==> config.mk <==
export PLATFORM = sky130hd
export DESIGN_NAME = mastermind_grader
export DESIGN_NICKNAME = d
export VERILOG_FILES = /design/src/rtl/grader_pkg.sv /design/src/rtl/color_histogram.sv /design/src/rtl/mastermind_grader.sv
export SDC_FILE = /design/constraint.sdc
export NUM_CORES = 1
export LEC_CHECK = 0
export CAP_MARGIN = 20
export CORE_ASPECT_RATIO = 1.2
export CORE_MARGIN = 4
export CORE_UTILIZATION = 45
export CTS_CLUSTER_DIAMETER = 60
export CTS_CLUSTER_SIZE = 10
export DETAILED_ROUTE_END_ITERATION = 7
export GPL_TIMING_DRIVEN = 1
export PLACE_DENSITY = 0.66
export SYNTH_ARGS = -nofsm -noshare
export SYNTH_HDL_FRONTEND = slang
export SYNTH_SLANG_ARGS = --single-unit
==> constraint.sdc <==
create_clock -name clock -period 7.3 [get_ports clock]
set_clock_uncertainty 0.15 [all_clocks]
set_input_delay 1.46 -clock clock [delete_from_list [all_inputs] [get_ports clock]]
set_output_delay 1.46 -clock clock [all_outputs]
set_load 0.01 [all_outputs]
==> src/rtl/grader_pkg.sv <==
// Shared constants, types and FSM encoding for the Mastermind grader.
// Latency: n/a (declarations only).
// Backpressure: n/a.
package grader_pkg;

    localparam int NUM_PEGS   = 4;
    localparam int NUM_COLORS = 8;

    typedef logic [2:0] color_t;
    typedef logic [2:0] count_t;

    typedef enum logic [1:0] {
        S_IDLE  = 2'd0,
        S_RED   = 2'd1,
        S_WHITE = 2'd2,
        S_DONE  = 2'd3
    } grader_state_t;

    // Colour-match contribution of one colour: pegs that can pair up across sides.
    function automatic count_t min_count(input count_t a, input count_t b);
        return (a < b) ? a : b;
    endfunction

endpackage

==> src/rtl/color_histogram.sv <==
// Per-colour occurrence counter for one side (guess or pattern) of the grader.
// Latency: increment/clear take effect on the next rising edge; read is combinational.
// Backpressure: none; caller issues at most one increment per cycle.
// Ports: clock/reset (async active-high), clr (zero all bins), inc + inc_color
//        (bump one bin), rd_color -> rd_count (bin value for that colour).
module color_histogram
    import grader_pkg::*;
(
    input  logic   clock,
    input  logic   reset,
    input  logic   clr,
    input  logic   inc,
    input  color_t inc_color,
    input  color_t rd_color,
    output count_t rd_count
);

    count_t bin_q [NUM_COLORS];
    count_t bin_d [NUM_COLORS];

    always_comb begin
        bin_d = bin_q;
        if (clr) begin
            for (int i = 0; i < NUM_COLORS; i++) begin
                bin_d[i] = '0;
            end
        end else if (inc && (bin_q[inc_color] != '1)) begin
            // Saturate rather than wrap; only four pegs exist so the cap is never reached.
            bin_d[inc_color] = bin_q[inc_color] + 3'd1;
        end
    end

    always_ff @(posedge clock or posedge reset) begin
        if (reset) begin
            for (int i = 0; i < NUM_COLORS; i++) begin
                bin_q[i] <= '0;
            end
        end else begin
            bin_q <= bin_d;
        end
    end

    assign rd_count = bin_q[rd_color];

endmodule

==> src/rtl/mastermind_grader.sv <==
// Mastermind scorer: counts exact (red) and colour-only (white) matches of a 4-peg guess.
// Latency: done 13 edges after go is sampled (5 when GRADER_EARLY_EXIT_EN and red=4).
// Backpressure: go is only accepted in IDLE; go while busy is ignored.
// Ports: clock, reset (async active-high), go, guess0..3, pattern0..3 (3-bit colours),
//        red/white (3-bit counts, held until next go), done (1-cycle pulse), busy.
// Build option: GRADER_EARLY_EXIT_EN skips the WHITE phase when all four pegs are red.
module mastermind_grader
    import grader_pkg::*;
(
    input  logic       clock,
    input  logic       reset,
    input  logic       go,
    input  logic [2:0] guess0,
    input  logic [2:0] guess1,
    input  logic [2:0] guess2,
    input  logic [2:0] guess3,
    input  logic [2:0] pattern0,
    input  logic [2:0] pattern1,
    input  logic [2:0] pattern2,
    input  logic [2:0] pattern3,
    output logic [2:0] red,
    output logic [2:0] white,
    output logic       done,
    output logic       busy
);

    grader_state_t state_q, state_d;
    logic [2:0]    index_q, index_d;
    count_t        red_q, red_d;
    count_t        white_q, white_d;
    color_t [NUM_PEGS-1:0] guess_q, guess_d;
    color_t [NUM_PEGS-1:0] pattern_q, pattern_d;

    logic   hist_clr;
    logic   hist_inc;
    color_t guess_cur;
    color_t pattern_cur;
    count_t guess_cnt;
    count_t pattern_cnt;

    // In RED the index selects a peg; in WHITE the same index walks the colours.
    assign guess_cur   = guess_q[index_q[1:0]];
    assign pattern_cur = pattern_q[index_q[1:0]];

    color_histogram u_guess_hist (
        .clock     (clock),
        .reset     (reset),
        .clr       (hist_clr),
        .inc       (hist_inc),
        .inc_color (guess_cur),
        .rd_color  (index_q),
        .rd_count  (guess_cnt)
    );

    color_histogram u_pattern_hist (
        .clock     (clock),
        .reset     (reset),
        .clr       (hist_clr),
        .inc       (hist_inc),
        .inc_color (pattern_cur),
        .rd_color  (index_q),
        .rd_count  (pattern_cnt)
    );

    always_comb begin
        state_d   = state_q;
        index_d   = index_q;
        red_d     = red_q;
        white_d   = white_q;
        guess_d   = guess_q;
        pattern_d = pattern_q;
        hist_clr  = 1'b0;
        hist_inc  = 1'b0;

        case (state_q)
            S_IDLE: begin
                if (go) begin
                    guess_d   = {guess3, guess2, guess1, guess0};
                    pattern_d = {pattern3, pattern2, pattern1, pattern0};
                    red_d     = '0;
                    white_d   = '0;
                    hist_clr  = 1'b1;
                    index_d   = '0;
                    state_d   = S_RED;
                end
            end
            S_RED: begin
                // Exact matches are excluded from the histograms so WHITE never double-counts.
                if (guess_cur == pattern_cur) begin
                    red_d = red_q + 3'd1;
                end else begin
                    hist_inc = 1'b1;
                end
                if (index_q == 3'(NUM_PEGS - 1)) begin
                    index_d = '0;
                    state_d = S_WHITE;
`ifdef GRADER_EARLY_EXIT_EN
                    if (red_d == 3'(NUM_PEGS)) begin
                        state_d = S_DONE;
                    end
`endif
                end else begin
                    index_d = index_q + 3'd1;
                end
            end
            S_WHITE: begin
                white_d = white_q + min_count(guess_cnt, pattern_cnt);
                if (index_q == 3'(NUM_COLORS - 1)) begin
                    index_d = '0;
                    state_d = S_DONE;
                end else begin
                    index_d = index_q + 3'd1;
                end
            end
            S_DONE: begin
                state_d = S_IDLE;
            end
            default: begin
                state_d = S_IDLE;
            end
        endcase
    end

    always_ff @(posedge clock or posedge reset) begin
        if (reset) begin
            state_q   <= S_IDLE;
            index_q   <= '0;
            red_q     <= '0;
            white_q   <= '0;
            guess_q   <= '0;
            pattern_q <= '0;
        end else begin
            state_q   <= state_d;
            index_q   <= index_d;
            red_q     <= red_d;
            white_q   <= white_d;
            guess_q   <= guess_d;
            pattern_q <= pattern_d;
        end
    end

    assign red   = red_q;
    assign white = white_q;
    assign done  = (state_q == S_DONE);
    assign busy  = (state_q != S_IDLE);

endmodule
==> impl_results.md <==
- Outcome: finished, final reports clean
- Layout net count: 570
- DRC: 0
- RR Endpoint: u_pattern_hist.bin_q[21]
- Leakage: 2.62 nW
- Final hold violations: 0
- CP delay by family, top: multiplexers
- Gr ovfl total: 0
- TritonCTS buffer count: 9
- Adder-cell share of the synthesized area: between 4 and 5%
- Die span in y: between 100 and 150 um
- Setup CP Type: reg -> reg
- Slowest stage cell on the critical path: mux4_2
- Port Buffers: 34
- Post-synthesis simple-gate area fraction: 19.4%
- # resized after CTS: 0
- Starting Density: a little under half
- Max FO, Critical Path: 17
- Worst Reg2Reg Path Length in Cells: 11
- CTS hold repair buffers: 0
- RSZ-0062 raised after global routing: no
- Crit-path cells: buf_4, mux4_2, mux4_2, mux2_2, ha_1, ha_1, nand2b_1, or4_1, a21oi_1, nor2_1, a211oi_1
- Crit path time final: 4400 ps
- Hold Crit Endpoint: guess_q[3]
- Synth-to-layout area growth: 14.7%
- Final setup TNS: 0 ps
- Post-Synth XOR/XNOR Area: less than 1%
- Share of layout cells above drive strength 1: between 10% and 20%
- First-pass DRT Iterations: 5
- Seq cells post-synth: between 80 and 90
- H-tree Lvls: 3
- Syn Nets: between 500 and 600
- Cell row count: 41
- Largest net degree at the start of global routing: 84
- Hold path start: guess_q[3]
- Pwr Density: 459 nW/um^2
- Max Root-Sink Buffers: 2
- Max_slew headroom: 34.0%
- Synth warn: 0
- Post-synthesis compound-gate area fraction: approximately 8.4%
- Die width: a little over 100 um
- Tot GR Track Use: roughly a fifth
- Number of synthesized flops with an enable pin: 0
- Clock Sinks: 83
- Ports: 35
- Share of synthesized flip-flops with an asynchronous set or reset: 100%
- Req. time, crit path: ~7400 ps
- Critical path endpoint category: flop
- Least-Margin Pin Slew: just under 1000 ps
- N_diodes: 0
- Largest family of logic cells by synthesized area: multiplexers
- Drt via density: 5.79
- CTS tree: done
- Syn avg cell area: around 9.7 um^2
- Mux contribution to synthesized area: about 21%
- Peak supply drop: 0.185 mV
- Dpl hpwl: 7.97 mm
- Post-Syn Instances: 510
- CP startpoint kind: flop
- Detailed Route WL: ~11 mm
- Post-place setup slack: 2940 ps
- Fmax achieved: roughly 0.23 GHz
- CP arrival: 4480 ps
- Pins Over Slew Limit: 0
- Initial antenna violation count: 0
- CP max stage delay: between 700 and 800 ps
- GPL Wtd Cong: just under 0.9
- Worst R2R Setup Slack: around 2900 ps
- Hold path cells: 2
- Die Area: around 13000 um^2
- First-pass GRT wire length: ~19 mm
- Wire length per cell: 17.4 um
- Max_cap viols: 0
- Setup Fix Bufs, Post-CTS: 0
- Netlist cell types: 49
- Setup WS post-layout: about 2900 ps
- Sequential share of the synthesized area: 41.9%
- Fin crit share: between 60% and 70%
- Reg-to-reg startpoint: index_q[0]
- Reg clk slew, reported paths: 60 ps
- Hold Path Class: reg -> reg
- 1st-iter DRT viols: approximately 250
- Prevailing post-synth register cell: dfrtp_1
- Clock root buffer: clkbuf_16
- Antenna viol nets, final: 0
- Setup violations, final: 0
- Clk Latency, worst-skew pair: between 300 and 400 ps
- Vias in the first global route: 3874
- Core area: approximately 11000 um^2
- Critical path buffers and inverters: 1
- Synthesized cell area: approximately 5000 um^2
- Via count: ~3800
-- stage by stage --
stage	total power (W)	hold WS, ps	util [%]	instance area, um^2	std cells
final	0.00261	323	53.3	5690	658
after global routing	0.00282	353	53.3	5690	658
after CTS	0.00261	326	52.8	5640	656
after detailed placement	0.00212	312	49.9	5330	641
after global placement	0.00208	304	49.9	5330	641
after floorplan	0.00181	290	-	4960	510
-- kinds of logic after synthesis --
kind of cell | count (synthesis)
muxes | 71
xor gates and xnor gates | 3
adders and majority gates | 18
buffers and inverters | 50
AOI/OAI and AO/OA | 67
and+or+nand+nor | 218
DFF | 83
-- cells in the mapped netlist, drive strengths merged (9+ instances only) --
cell type | count | area (um^2)
a31oi | 9 | 56.3
buf | 11 | 78.8
clkbuf | 25 | 93.8
dfrtp | 83 | 2080
ha | 17 | 213
inv | 13 | 48.8
mux2i | 40 | 400
mux4 | 24 | 544
nand2 | 142 | 533
nand3 | 22 | 110
nor2 | 20 | 75.1
o21ai | 27 | 135
-- worst min-delay path, delay by kind of cell, from the launching register on --
family / cells / cell delay (ps)
flip-flops: 1 / 340
AND/OR/NAND/NOR: 2 / 100
-- power by group --
part | total (W) | leakage, nW | internal, W | switching [W]
logic | 0.00139 | 1.37 | 0.000552 | 0.000839
registers | 0.000742 | 1.10 | 0.000620 | 0.000122
clock network | 0.000481 | 0.150 | 0.000307 | 0.000174
-- area by class of cell --
class / instances / area (um^2)
repair buffers: 40 / 425
clock inverters: 2 / 60.1
clock buffers: 13 / 250
multi-input cells: 377 / 2660
inverters: 14 / 53.8
well taps: 129 / 161
flip-flops and latches: 83 / 2080
fillers: 954 / 4980
-- per-layer routing --
metal | global-route usage (%) | wire length, um
met5 | 0 | 0
met4 | 6.90 | 212
met3 | 3.76 | 548
met2 | 33.2 | 5740
met1 | 23.2 | 4940
-- flip-flops by register name, summed over array words and instances, names as in the netlist --
signal,flops
u_guess_hist.bin_q,24
index_q,3
guess_q,12
red,3
u_pattern_hist.bin_q,24
white,3
state_q,2
pattern_q,12
-- worst max-delay path by stage --
| stage | from | end | slack (ps) | cells past startpoint |
|---|---|---|---|---|
| finish | index_q[0] | u_pattern_hist.bin_q[21] | 2900 | 11 |
| global route | index_q[0] | u_pattern_hist.bin_q[12] | 2590 | 11 |
| CTS | index_q[0] | u_pattern_hist.bin_q[18] | 2920 | 11 |
| detailed placement | index_q[0] | u_pattern_hist.bin_q[18] | 2940 | 11 |
| global placement | index_q[0] | u_pattern_hist.bin_q[18] | 3010 | 11 |
| floorplan | index_q[1] | white[2] | 3330 | 14 |
-- placed cells by master (no fill, tap or decap), types with 2 or more instances in the layout --
cell type	count
clkdlybuf4s50_1	34
nand4_1	4
dfrtp_1	83
mux2_2	7
ha_1	17
buf_4	4
a21oi_1	7
nor2_1	20
nand3_1	22
a211oi_1	8
xnor2_1	3
nor3_1	4
bufinv_16	2
nand4b_1	3
clkbuf_16	9
nand2b_1	7
o221ai_1	2
inv_1	12
o22ai_1	3
clkbuf_1	3
a2bb2oi_1	2
mux4_2	23
nand2_1	141
mux2i_1	40
o21ai_0	27
a31oi_1	9
nor2b_1	3
or4b_1	2
buf_16	2
or4_1	2
No activity file was read; power rests on OpenSTA's default activity.
